**src/rtl/snoop_cache_ctrl_if.sv**
```systemverilog
// snoop_cache_ctrl_if: request/response and snoop bus signals of one cache
// controller. The master side is whoever drives requests and the shared bus.
interface snoop_cache_ctrl_if #(
  parameter int ADDR_W = 3,
  parameter int DATA_W = 4
) ();
  localparam int BUS_W = 6 + ADDR_W + DATA_W;

  logic              execute_instruction;
  logic              instruction;
  logic [ADDR_W-1:0] address;
  logic [DATA_W-1:0] data_in;
  logic [BUS_W-1:0]  bus_in;
  logic [DATA_W-1:0] data_out;
  logic              done;
  logic [BUS_W-1:0]  bus_out;

  modport master (
    output execute_instruction, instruction, address, data_in, bus_in,
    input  data_out, done, bus_out
  );

  modport slave (
    input  execute_instruction, instruction, address, data_in, bus_in,
    output data_out, done, bus_out
  );
endinterface

```
**src/rtl/snoop_cache_ctrl.sv**
```systemverilog
// snoop_cache_ctrl: direct-mapped MSI cache controller with bus snooping.
// Bus word, MSB first: write_back, abort, ack, read_miss, write_miss,
// invalidate, addr, data. Snoops are served only in IDLE and WAIT.
// Define SNOOP_CACHE_STATS_EN to add saturating hit_count/miss_count outputs.
module snoop_cache_ctrl #(
  parameter int ADDR_W = 3,
  parameter int DATA_W = 4,
  parameter int LINES  = 2
) (
  input  logic clock,
  input  logic reset_n,
  snoop_cache_ctrl_if.slave cif
`ifdef SNOOP_CACHE_STATS_EN
  ,
  output logic [15:0] hit_count,
  output logic [15:0] miss_count
`endif
);
  localparam int IDX_W = $clog2(LINES);
  localparam logic [1:0] MSI_I = 2'b00;
  localparam logic [1:0] MSI_S = 2'b01;
  localparam logic [1:0] MSI_M = 2'b10;

  typedef struct packed {
    logic              wb;
    logic              abort;
    logic              ack;
    logic              rd_miss;
    logic              wr_miss;
    logic              inval;
    logic [ADDR_W-1:0] addr;
    logic [DATA_W-1:0] data;
  } bus_msg_t;

  typedef enum logic [2:0] {
    S_IDLE, S_LOOKUP, S_EVICT, S_ISSUE, S_WAIT, S_UPDATE
  } fsm_t;

  fsm_t fsm_q, fsm_d;

  // captured request
  logic              req_wr_q;
  logic [ADDR_W-1:0] req_addr_q;
  logic [DATA_W-1:0] req_data_q;

  // line storage: MSI state, full-address tag, data
  logic [LINES-1:0][1:0]        st_q,  st_d;
  logic [LINES-1:0][ADDR_W-1:0] tag_q, tag_d;
  logic [LINES-1:0][DATA_W-1:0] dat_q, dat_d;

  logic [DATA_W-1:0] data_out_q, data_out_d;
  logic              done_q, done_d;
  bus_msg_t          bus_out_q, bus_out_d;

  bus_msg_t          snp;
  logic [IDX_W-1:0]  req_idx, snp_idx;
  logic              accept, hit, snp_req, snp_hit, fill;
  logic              abort_unused;

  assign snp          = bus_msg_t'(cif.bus_in);
  // incoming abort carries no meaning for this controller
  assign abort_unused = snp.abort;
  assign req_idx      = req_addr_q[IDX_W-1:0];
  assign snp_idx      = snp.addr[IDX_W-1:0];
  assign accept       = (fsm_q == S_IDLE) && cif.execute_instruction && done_q;
  assign hit          = (st_q[req_idx] != MSI_I) && (tag_q[req_idx] == req_addr_q);
  assign snp_req      = snp.rd_miss | snp.wr_miss | snp.inval;
  assign snp_hit      = ((fsm_q == S_IDLE) || (fsm_q == S_WAIT)) && snp_req &&
                        (st_q[snp_idx] != MSI_I) && (tag_q[snp_idx] == snp.addr);
  assign fill         = snp.ack | snp.wb;

  assign cif.data_out = data_out_q;
  assign cif.done     = done_q;
  assign cif.bus_out  = bus_out_q;

  // FSM state register
  always_ff @(posedge clock or negedge reset_n) begin
    if (!reset_n) fsm_q <= S_IDLE;
    else          fsm_q <= fsm_d;
  end

  // FSM next-state
  always_comb begin
    fsm_d = fsm_q;
    unique case (fsm_q)
      S_IDLE:   if (accept) fsm_d = S_LOOKUP;
      S_LOOKUP: begin
        if (hit) begin
          if (!req_wr_q)                   fsm_d = S_IDLE;
          else if (st_q[req_idx] == MSI_M) fsm_d = S_UPDATE;
          else                             fsm_d = S_ISSUE;
        end else if (st_q[req_idx] == MSI_M) begin
          fsm_d = S_EVICT;
        end else begin
          fsm_d = S_ISSUE;
        end
      end
      S_EVICT:  fsm_d = S_ISSUE;
      S_ISSUE:  fsm_d = req_wr_q ? S_UPDATE : S_WAIT;
      S_WAIT:   if (fill) fsm_d = S_UPDATE;
      S_UPDATE: fsm_d = S_IDLE;
      default:  fsm_d = S_IDLE;
    endcase
  end

  // FSM outputs and line updates; bus messages are one-cycle pulses.
  // Snoop updates are applied first so a fill in WAIT wins on its own line.
  always_comb begin
    st_d       = st_q;
    tag_d      = tag_q;
    dat_d      = dat_q;
    data_out_d = data_out_q;
    done_d     = done_q;
    bus_out_d  = '0;

    if (snp_hit) begin
      if (snp.rd_miss) begin
        bus_out_d.addr = snp.addr;
        bus_out_d.data = dat_q[snp_idx];
        if (st_q[snp_idx] == MSI_M) begin
          bus_out_d.wb  = 1'b1;
          st_d[snp_idx] = MSI_S;
        end else begin
          bus_out_d.ack = 1'b1;
        end
      end else if (snp.wr_miss) begin
        st_d[snp_idx] = MSI_I;
        if (st_q[snp_idx] == MSI_M) begin
          bus_out_d.wb   = 1'b1;
          bus_out_d.addr = snp.addr;
          bus_out_d.data = dat_q[snp_idx];
        end
      end else if (st_q[snp_idx] == MSI_S) begin
        st_d[snp_idx]  = MSI_I;
        bus_out_d.ack  = 1'b1;
        bus_out_d.addr = snp.addr;
      end
    end

    unique case (fsm_q)
      S_IDLE: if (accept) done_d = 1'b0;
      S_LOOKUP: begin
        if (hit) begin
          if (!req_wr_q) begin
            data_out_d = dat_q[req_idx];
            done_d     = 1'b1;
          end else if (st_q[req_idx] == MSI_M) begin
            dat_d[req_idx] = req_data_q;
          end
        end else if (st_q[req_idx] == MSI_M) begin
          // dirty victim goes out now; the line is dead until refilled
          bus_out_d.wb   = 1'b1;
          bus_out_d.addr = tag_q[req_idx];
          bus_out_d.data = dat_q[req_idx];
          st_d[req_idx]  = MSI_I;
        end
      end
      S_ISSUE: begin
        // only a write hit in S can still hit here; that becomes an invalidate
        bus_out_d.addr = req_addr_q;
        if (hit)           bus_out_d.inval   = 1'b1;
        else if (req_wr_q) bus_out_d.wr_miss = 1'b1;
        else               bus_out_d.rd_miss = 1'b1;
        if (req_wr_q) begin
          st_d[req_idx]  = MSI_M;
          tag_d[req_idx] = req_addr_q;
          dat_d[req_idx] = req_data_q;
        end
      end
      S_WAIT: begin
        if (fill) begin
          st_d[req_idx]  = MSI_S;
          tag_d[req_idx] = req_addr_q;
          dat_d[req_idx] = snp.data;
        end
      end
      S_UPDATE: begin
        data_out_d = dat_q[req_idx];
        done_d     = 1'b1;
      end
      default: ;
    endcase
  end

  // line storage and registered outputs
  always_ff @(posedge clock or negedge reset_n) begin
    if (!reset_n) begin
      st_q       <= '0;
      tag_q      <= '0;
      dat_q      <= '0;
      data_out_q <= '0;
      done_q     <= 1'b1;
      bus_out_q  <= '0;
    end else begin
      st_q       <= st_d;
      tag_q      <= tag_d;
      dat_q      <= dat_d;
      data_out_q <= data_out_d;
      done_q     <= done_d;
      bus_out_q  <= bus_out_d;
    end
  end

  // request capture on accept
  always_ff @(posedge clock or negedge reset_n) begin
    if (!reset_n) begin
      req_wr_q   <= 1'b0;
      req_addr_q <= '0;
      req_data_q <= '0;
    end else if (accept) begin
      req_wr_q   <= cif.instruction;
      req_addr_q <= cif.address;
      req_data_q <= cif.data_in;
    end
  end

`ifdef SNOOP_CACHE_STATS_EN
  // saturating hit/miss counters, one count per lookup
  always_ff @(posedge clock or negedge reset_n) begin
    if (!reset_n) begin
      hit_count  <= '0;
      miss_count <= '0;
    end else if (fsm_q == S_LOOKUP) begin
      if (hit && (hit_count != 16'hFFFF))
        hit_count <= hit_count + 16'd1;
      else if (!hit && (miss_count != 16'hFFFF))
        miss_count <= miss_count + 16'd1;
    end
  end
`endif

endmodule

```
**src/flat_wrapper.sv**
```systemverilog
// flat-port wrapper written by rule: the top's interface ports become plain ports
module snoop_cache_ctrl_flat 
#(
  parameter int ADDR_W = 3,
  parameter int DATA_W = 4,
  parameter int LINES  = 2
)
  (clock, reset_n, cif_execute_instruction, cif_instruction, cif_address, cif_data_in, cif_bus_in, cif_data_out, cif_done, cif_bus_out);
  snoop_cache_ctrl_if #(.ADDR_W(ADDR_W), .DATA_W(DATA_W)) cif_i ();
  input  logic clock;
  input  logic reset_n;
  input wire logic [$bits(cif_i.execute_instruction)-1:0] cif_execute_instruction;
  input wire logic [$bits(cif_i.instruction)-1:0] cif_instruction;
  input wire logic [$bits(cif_i.address)-1:0] cif_address;
  input wire logic [$bits(cif_i.data_in)-1:0] cif_data_in;
  input wire logic [$bits(cif_i.bus_in)-1:0] cif_bus_in;
  output wire logic [$bits(cif_i.data_out)-1:0] cif_data_out;
  output wire logic [$bits(cif_i.done)-1:0] cif_done;
  output wire logic [$bits(cif_i.bus_out)-1:0] cif_bus_out;
  assign cif_i.execute_instruction = cif_execute_instruction;
  assign cif_i.instruction = cif_instruction;
  assign cif_i.address = cif_address;
  assign cif_i.data_in = cif_data_in;
  assign cif_i.bus_in = cif_bus_in;
  assign cif_data_out = cif_i.data_out;
  assign cif_done = cif_i.done;
  assign cif_bus_out = cif_i.bus_out;
  snoop_cache_ctrl #(.ADDR_W(ADDR_W), .DATA_W(DATA_W), .LINES(LINES)) u_core (.clock(clock), .reset_n(reset_n), .cif(cif_i));
endmodule
```
**config.mk**
```make
export PLATFORM = sky130hd
export DESIGN_NAME = snoop_cache_ctrl_flat
export DESIGN_NICKNAME = d
export VERILOG_FILES = /design/src/rtl/snoop_cache_ctrl_if.sv /design/src/rtl/snoop_cache_ctrl.sv /design/src/flat_wrapper.sv
export SDC_FILE = /design/constraint.sdc
export NUM_CORES = 1
export LEC_CHECK = 0
export ABC_AREA = 1
export CELL_PAD_IN_SITES_DETAIL_PLACEMENT = 1
export CELL_PAD_IN_SITES_GLOBAL_PLACEMENT = 1
export CORE_MARGIN = 1.5
export CORE_UTILIZATION = 40
export DETAILED_ROUTE_END_ITERATION = 10
export GPL_TIMING_DRIVEN = 1
export PLACE_DENSITY = 0.8
export SKIP_LAST_GASP = 1
export SYNTH_ARGS = -nofsm -noshare
export SYNTH_HDL_FRONTEND = slang
export SYNTH_SLANG_ARGS = --single-unit
```
**constraint.sdc**
```tcl
create_clock -name clock -period 2.77 [get_ports clock]
set_input_delay 0.554 -clock clock [delete_from_list [all_inputs] [get_ports clock]]
set_output_delay 0.554 -clock clock [all_outputs]
set_load 0.05 [all_outputs]
```
==> summary.txt, run 1 <==
Status - finished, violations left
Failing checks - design-rule violations
Crit path max fanout - 20
First-pass GRT wire length - 12,500 um
CTS tree - built
Cell repeated most along the worst path - nand2_1
Synthesized area per cell - 7.10 sq um
DR DRC count - 2
Pin count of the biggest net entering global routing - 27
Num rows - 29
Worst-Skew Late Latency - 300 ps
Initial antenna violation count - 0
Critical path, cell by cell - clkdlybuf4s50_1 > buf_4 > nand2_1 > nand2_1 > nor2_1 > nor2_2 > nand2_2 > nor2_1 > nand2_1 > o21ai_0
Die Y - 85.0 um
Cell accounting for the most synthesized area - dfrtp_1
DP HPWL - 5460 um
Placed instance area - 3140 sq um
Sequential area share after synthesis - 0.428
Area share of the largest cell type after synthesis - 0.418
Max VDD drop - 0.000571 V
Final setup skew - 6.33 ps
RSZ-0062 raised after global routing - no
Hold_ws - 191 ps
Routed vias - 2,549
Utilization after layout - 0.503
Yosys cell types - 31
CP Launch Type - primary input
Pwr/cell area - 1010 nW/um^2
Clk buf depth - 2
# setup viols final - 0
Number of synthesized flops with an enable pin - 0
Period utilization - 0.809
Synth-to-layout area growth - 19.9%
Design area - 3230 sq um
Hold Path Class - in2async
Critical Path AT - 2470 ps
Layout fillers - 843
Via density - 5.14
Drt total wl - 7310 um
Setup TNS Final - 0 ps
CTS clk-pin slew, worst paths - 90 ps
Hold Buf Count CTS - 0
Slowest-stage cell, CP - clkdlybuf4s50_1
Yosys Warn Count - 0
Grt total ovfl - 0
Top-count cell post-synth - nand2_1
Wire per inst - 14.7 um
Top cells by count, synth - nand2_1 (137), dfrtp_1 (45), inv_1 (41)
Initial core utilization - 0.419
Drt initial violations - 128
CTS root buf - clkbuf_8
I/O pins - 42
Syn_nets - 403
Final GP Congestion - 0.786
Crit-path max cell delay - 490 ps
Total Power - 3.27 mW
Antenna Cells - 0
Crit Path Category - in2reg
Slew @ Worst Pin - 551 ps
Ratio of cells with drive above 1 in the final layout - 0.0931
Nets - 442
Max cap viols - 0
Ys flop type - dfrtp_1
Htree depth - 2
Post-Synthesis Cell Area - 2690 sq um
Vias in the first global route - 2,553
Die Span X - 85.0 um
Die area - 7230 sq um
Overall Global Routing Usage - 0.219
#FFs+latches synth - 46
Clock sinks - 46
Critical Path RT - 2990 ps
Slew Viols, Final - 0
Tmin final - 2240 ps
Area of the multi-input gates - 1280 sq um
F_max - 446 MHz
IO buf count - 39
Leakage Power - 1.60 nW
# Post-CTS Setup Buffers - 0
Floorplan Core Area - 6420 sq um
Final Hold Vio Count - 0
Synth area leaders - dfrtp_1 (42%), nand2_1 (19%), nand3_1 (6.7%), inv_1 (5.7%), o21ai_0 (4.8%)
Asr flop ratio synth - 1.00
Resized cells post-CTS - 0
CTS Buf Count - 5
Post-Syn Instances - 379
Slew headroom - 0.630
Register Area - 1150 sq um
Post-route antenna net violation count - 0
Detailed Routing Iterations Pass 1 - 7
Setup crit end kind - flip-flop
## stage by stage
step,std cells,setup slack (ps)
finish,496,528
global route,496,264
CTS,496,512
detailed placement,488,214
global placement,488,320
floorplan,379,1160
## where the power goes
part           switching, mW  total [mW]  internal (mW)
logic                   1.20        1.74          0.540
registers              0.187        1.09          0.907
clock network          0.232       0.434          0.202
total                   1.62        3.27           1.65
## state kept, by name, summed over array words and instances, names as in the netlist
| register | cells |
|---|---|
| u_core.req_addr_q | 3 |
| u_core.fsm_q | 3 |
| u_core.dat_q | 8 |
| u_core.cif.bus_out | 12 |
| u_core.req_wr_q | 1 |
| u_core.cif.data_out | 4 |
| u_core.cif.done | 1 |
| u_core.st_q | 4 |
| u_core.req_data_q | 4 |
| u_core.tag_q | 6 |
## layout by cell type (no fill, tap or decap), types with 2 or more instances in the layout
cell,n
nand2_2,6
nand3_4,2
inv_1,41
nand3_1,36
inv_2,7
nand3b_1,2
o21ai_0,26
nor2_1,16
clkbuf_8,6
nor2_2,3
nand3_2,2
a21oi_1,8
clkdlybuf4s50_1,38
o21ai_1,13
nand2_1,137
o211ai_1,2
dfrtp_1,45
nand4_1,12
buf_4,5
## path summary, 6_finish.rpt
| path | from | endpoint | slack [ps] | depth (start not counted) |
|---|---|---|---|---|
| setup / recovery | cif_bus_in[4] | u_core.cif.bus_out[0]$_DFF_PN0_ | 530 | 10 |
| hold / removal | reset_n | u_core.req_addr_q[0]$_DFFE_PN0P_ | 190 | 1 |
| setup reg to reg | u_core.fsm_q[1]$_DFFE_PN0P_ | u_core.dat_q[4]$_DFFE_PN0P_ | 810 | 9 |
| hold reg to reg | u_core.dat_q[3]$_DFFE_PN0P_ | u_core.dat_q[3]$_DFFE_PN0P_ | 490 | 2 |
| max in group asynchronous | reset_n | u_core.cif.bus_out[4]$_DFF_PN0_ | 1850 | 2 |
| min in group clock | u_core.dat_q[3]$_DFFE_PN0P_ | u_core.dat_q[3]$_DFFE_PN0P_ | 490 | 2 |
## cells by family after synthesis
kind of cell / count (synthesis) / share of synthesized area
multiplexers: 1 / 0.00418
AND/OR/NAND/NOR: 220 / 0.373
flip-flops: 46 / 0.428
other: 1 / 0.00139
buffers and inverters: 60 / 0.0944
AO/OA/AOI/OAI: 51 / 0.0990
## area by class of cell
class / instances / area share
clock buffer: 7 / 0.0267
sequential: 46 / 0.357
clock inverter: 1 / 0.00155
inverter: 48 / 0.0558
multi-input combinational: 273 / 0.398
timing repair buffer: 44 / 0.131
tap: 77 / 0.0298
## worst max-delay path, delay by kind of cell
kind                   cells  cell delay, ps
AO/OA/AOI/OAI              1              80
buffers and inverters      2             720
AND/OR/NAND/NOR            7            1100
## routing by layer
metal | vias to the layer above | global-route usage | share of wire | wire [um]
met5 | - | 0 | 0 | 0
met4 | 0 | 0.0671 | 0.015 | 113
met3 | 9 | 0.0311 | 0.028 | 207
met2 | 42 | 0.353 | 0.47 | 3470
met1 | 1207 | 0.306 | 0.48 | 3510
li1 | 1291 | - | - | -
(Power assumes the default switching activity.)
==> inputs of run 2 (changes only) <==
--- a/config.mk
+++ b/config.mk
@@ -9,10 +9,10 @@
 export CELL_PAD_IN_SITES_DETAIL_PLACEMENT = 1
 export CELL_PAD_IN_SITES_GLOBAL_PLACEMENT = 1
 export CORE_MARGIN = 1.5
-export CORE_UTILIZATION = 40
+export CORE_UTILIZATION = 39
 export DETAILED_ROUTE_END_ITERATION = 10
 export GPL_TIMING_DRIVEN = 1
-export PLACE_DENSITY = 0.8
+export PLACE_DENSITY = 0.78
 export SKIP_LAST_GASP = 1
 export SYNTH_ARGS = -nofsm -noshare
 export SYNTH_HDL_FRONTEND = slang
==> constraint.sdc (replaced) <==
create_clock -name clock -period 2.1 [get_ports clock]
set_input_delay 0.42 -clock clock [delete_from_list [all_inputs] [get_ports clock]]
set_output_delay 0.42 -clock clock [all_outputs]
set_load 0.05 [all_outputs]
==> run 2 against run 1 <==
The flow now finishes without violations. Sequential power rose by 34%. Wire length rose by 0.77%. Final cell count grew 3.4%. Highest routed layer unchanged. Setup slack worse by 320 ps. Sequential share of layout area decreased by 1.5 points.
==> summary.txt, run 2 (synthesis results as in run 1) <==
Met1 Wirelength - 3530 um (+0.40%)
Ratio of cells with drive above 1 in the final layout - 0.127 (+0.0339)
Setup TNS Final - 0 ps (unchanged)
Drt initial violations - 87 (-32%)
Period utilization - 0.901
# Post-CTS Setup Buffers - 0 (unchanged)
Critical Path RT - 1680 ps (-1310 ps)
F_max - 528 MHz
Met2 WL - 3470 um (about the same)
Setup crit end kind - output pin
Total Power - 4.50 mW (+37%)
Die Span X - 86.1 um (+1.2%)
Max reg flops - 12 (unchanged)
Htree depth - 2 (unchanged)
Critical R2R Capture - u_core.cif.data_out[2]$_DFFE_PN0P_
Crit-path max cell delay - 810 ps (+320 ps)
Tmin final - 1890 ps
Synth-to-layout area growth - 25.2%
Leakage Power - 1.68 nW (+4.8%)
CTS tree - built
Max VDD drop - 0.000650 V (+14%)
Final GP Congestion - 0.839 (+6.7%)
Num rows - 30 (+3.4%)
CTS clk-pin slew, worst paths - 90 ps (about the same)
Critical Path AT - 1470 ps (-1000 ps)
Max cap viols - 0 (unchanged)
Floorplan Core Area - 6720 sq um (+4.6%)
Initial core utilization - 0.401 (-0.0185)
Pwr/cell area - 1330 nW/um^2 (+32%)
Slowest-stage cell, CP - clkdlybuf4s50_1
WP buf/inv - 1 (-1)
Nets - 456 (+3.2%)
Crit path max fanout - 2 (-90%)
Grt total ovfl - 0 (unchanged)
Pin count of the biggest net entering global routing - 27 (unchanged)
R2r setup slk - 230 ps (-580 ps)
Routed vias - 2,607 (+2.3%)
Die area - 7410 sq um (+2.5%)
Worst R2R Start - u_core.req_addr_q[0]$_DFFE_PN0P_
Hold Path Class - in2async
I/O pins - 42 (unchanged)
Worst-Skew Late Latency - 310 ps (about the same)
Most common cell after layout, fill and taps aside - nand2_1
Post-route antenna net violation count - 0 (unchanged)
Slew Viols, Final - 0 (unchanged)
Final Hold Vio Count - 0 (unchanged)
Crit Path Category - reg2out
First-pass GRT wire length - 12,700 um (+1.1%)
R2R cell count - 10 (+1)
CTS root buf - clkbuf_8
Vias in the first global route - 2,654 (+4.0%)
Final setup skew - 13.3 ps (+6.96 ps)
Initial antenna violation count - 0 (unchanged)
Antenna Cells - 0 (unchanged)
DP HPWL - 5780 um (+5.8%)
Clock sinks - 46 (unchanged)
Layout fillers - 896 (+6.3%)
IO buf count - 39 (unchanged)
Status - finished, final reports clean
Critical path, cell by cell - clkdlybuf4s50_1
# setup viols final - 0 (unchanged)
Via density - 5.08 (-1.1%)
Most frequent cells in the layout - nand2_1 (137), dfrtp_1 (45), inv_1 (41)
DR DRC count - 0 (-2)
CP delay by family, top - buffers and inverters
Slew @ Worst Pin - 550 ps (-0.746 ps)
Overall Global Routing Usage - 0.217 (-0.00147)
CP Launch Type - flip-flop
Wire per inst - 14.4 um (-2.6%)
Die Y - 86.1 um (+1.2%)
Drt total wl - 7360 um (+0.77%)
Slew headroom - 0.630 (about the same)
Clk buf depth - 2 (unchanged)
Routed wl met3 - 231 um (+12%)
Detailed Routing Iterations Pass 1 - 4 (-3)
CTS Buf Count - 5 (unchanged)
DR top layer - met4
RSZ-0062 raised after global routing - yes
run 2: cell types whose count changed in the layout (fill, tap and decap cells not counted), sizes merged:
cell,previous run,this run
clkinvlp,0,1
clkinv,1,0
bufinv,0,1
buf,6,21
clkdlybuf4s50,38,37
clkbuf,7,6
run 2: where the power goes:
| group | switching (mW) | total (mW) | internal (mW) |
|---|---|---|---|
| combinational | 1.60 | 2.37 | 0.768 |
| clock | 0.313 | 0.669 | 0.355 |
| sequential | 0.265 | 1.46 | 1.20 |
run 2: through the flow:
step / instances / hold slack [ps] / instance area, sq um / setup slack, ps / util
after floorplan: 379 / 124 / 2690 / 590 / -
after global placement: 505 / 439 / 3260 / -56.6 / 0.485
after detailed placement: 505 / 441 / 3260 / -103 / 0.485
after CTS: 513 / 108 / 3370 / 174 / 0.501
after global routing: 513 / 115 / 3370 / -2.94 / 0.502
final: 513 / 89.2 / 3370 / 208 / 0.502
run 2: worst max path at each step:
stage | start | endpoint | slack [ps] | cells after the start
after CTS | u_core.req_addr_q[0]$_DFFE_PN0P_ | u_core.cif.bus_out[4]$_DFF_PN0_ | 170 | 10
after global routing | u_core.req_addr_q[0]$_DFFE_PN0P_ | u_core.cif.data_out[2]$_DFFE_PN0P_ | -3 | 10
final | u_core.cif.data_out[1]$_DFFE_PN0P_ | cif_data_out[1] | 210 | 1
after detailed placement | cif_bus_in[4] | u_core.cif.bus_out[0]$_DFF_PN0_ | -100 | 10
after global placement | cif_bus_in[4] | u_core.cif.bus_out[2]$_DFF_PN0_ | -60 | 10
after floorplan | u_core.cif.done$_DFFE_PN1P_ | u_core.req_data_q[2]$_DFFE_PN0P_ | 590 | 3
run 2: repair_timing:
item / in CTS / in global routing
endpoints found under the setup margin: 0 / 1
gates resized for setup: 0 / 1
hold buffers: 0 / 0
run 2: layer usage:
metal | up-vias | global-route usage
li1 | 1317 | -
met1 | 1236 | 0.294
met2 | 42 | 0.360
met3 | 12 | 0.0327
met4 | 0 | 0.0660
met5 | - | 0
run 2: cell type report:
cell class / instances / area [sq um] / share of cell area
clock buffers: 6 / 72.6 / 0.0215
clock inverters: 2 / 37.5 / 0.0111
inverters: 48 / 180 / 0.0535
multi-input cells: 273 / 1290 / 0.383
flip-flops and latches: 46 / 1150 / 0.342
well taps: 80 / 100 / 0.0297
repair buffers: 58 / 538 / 0.160
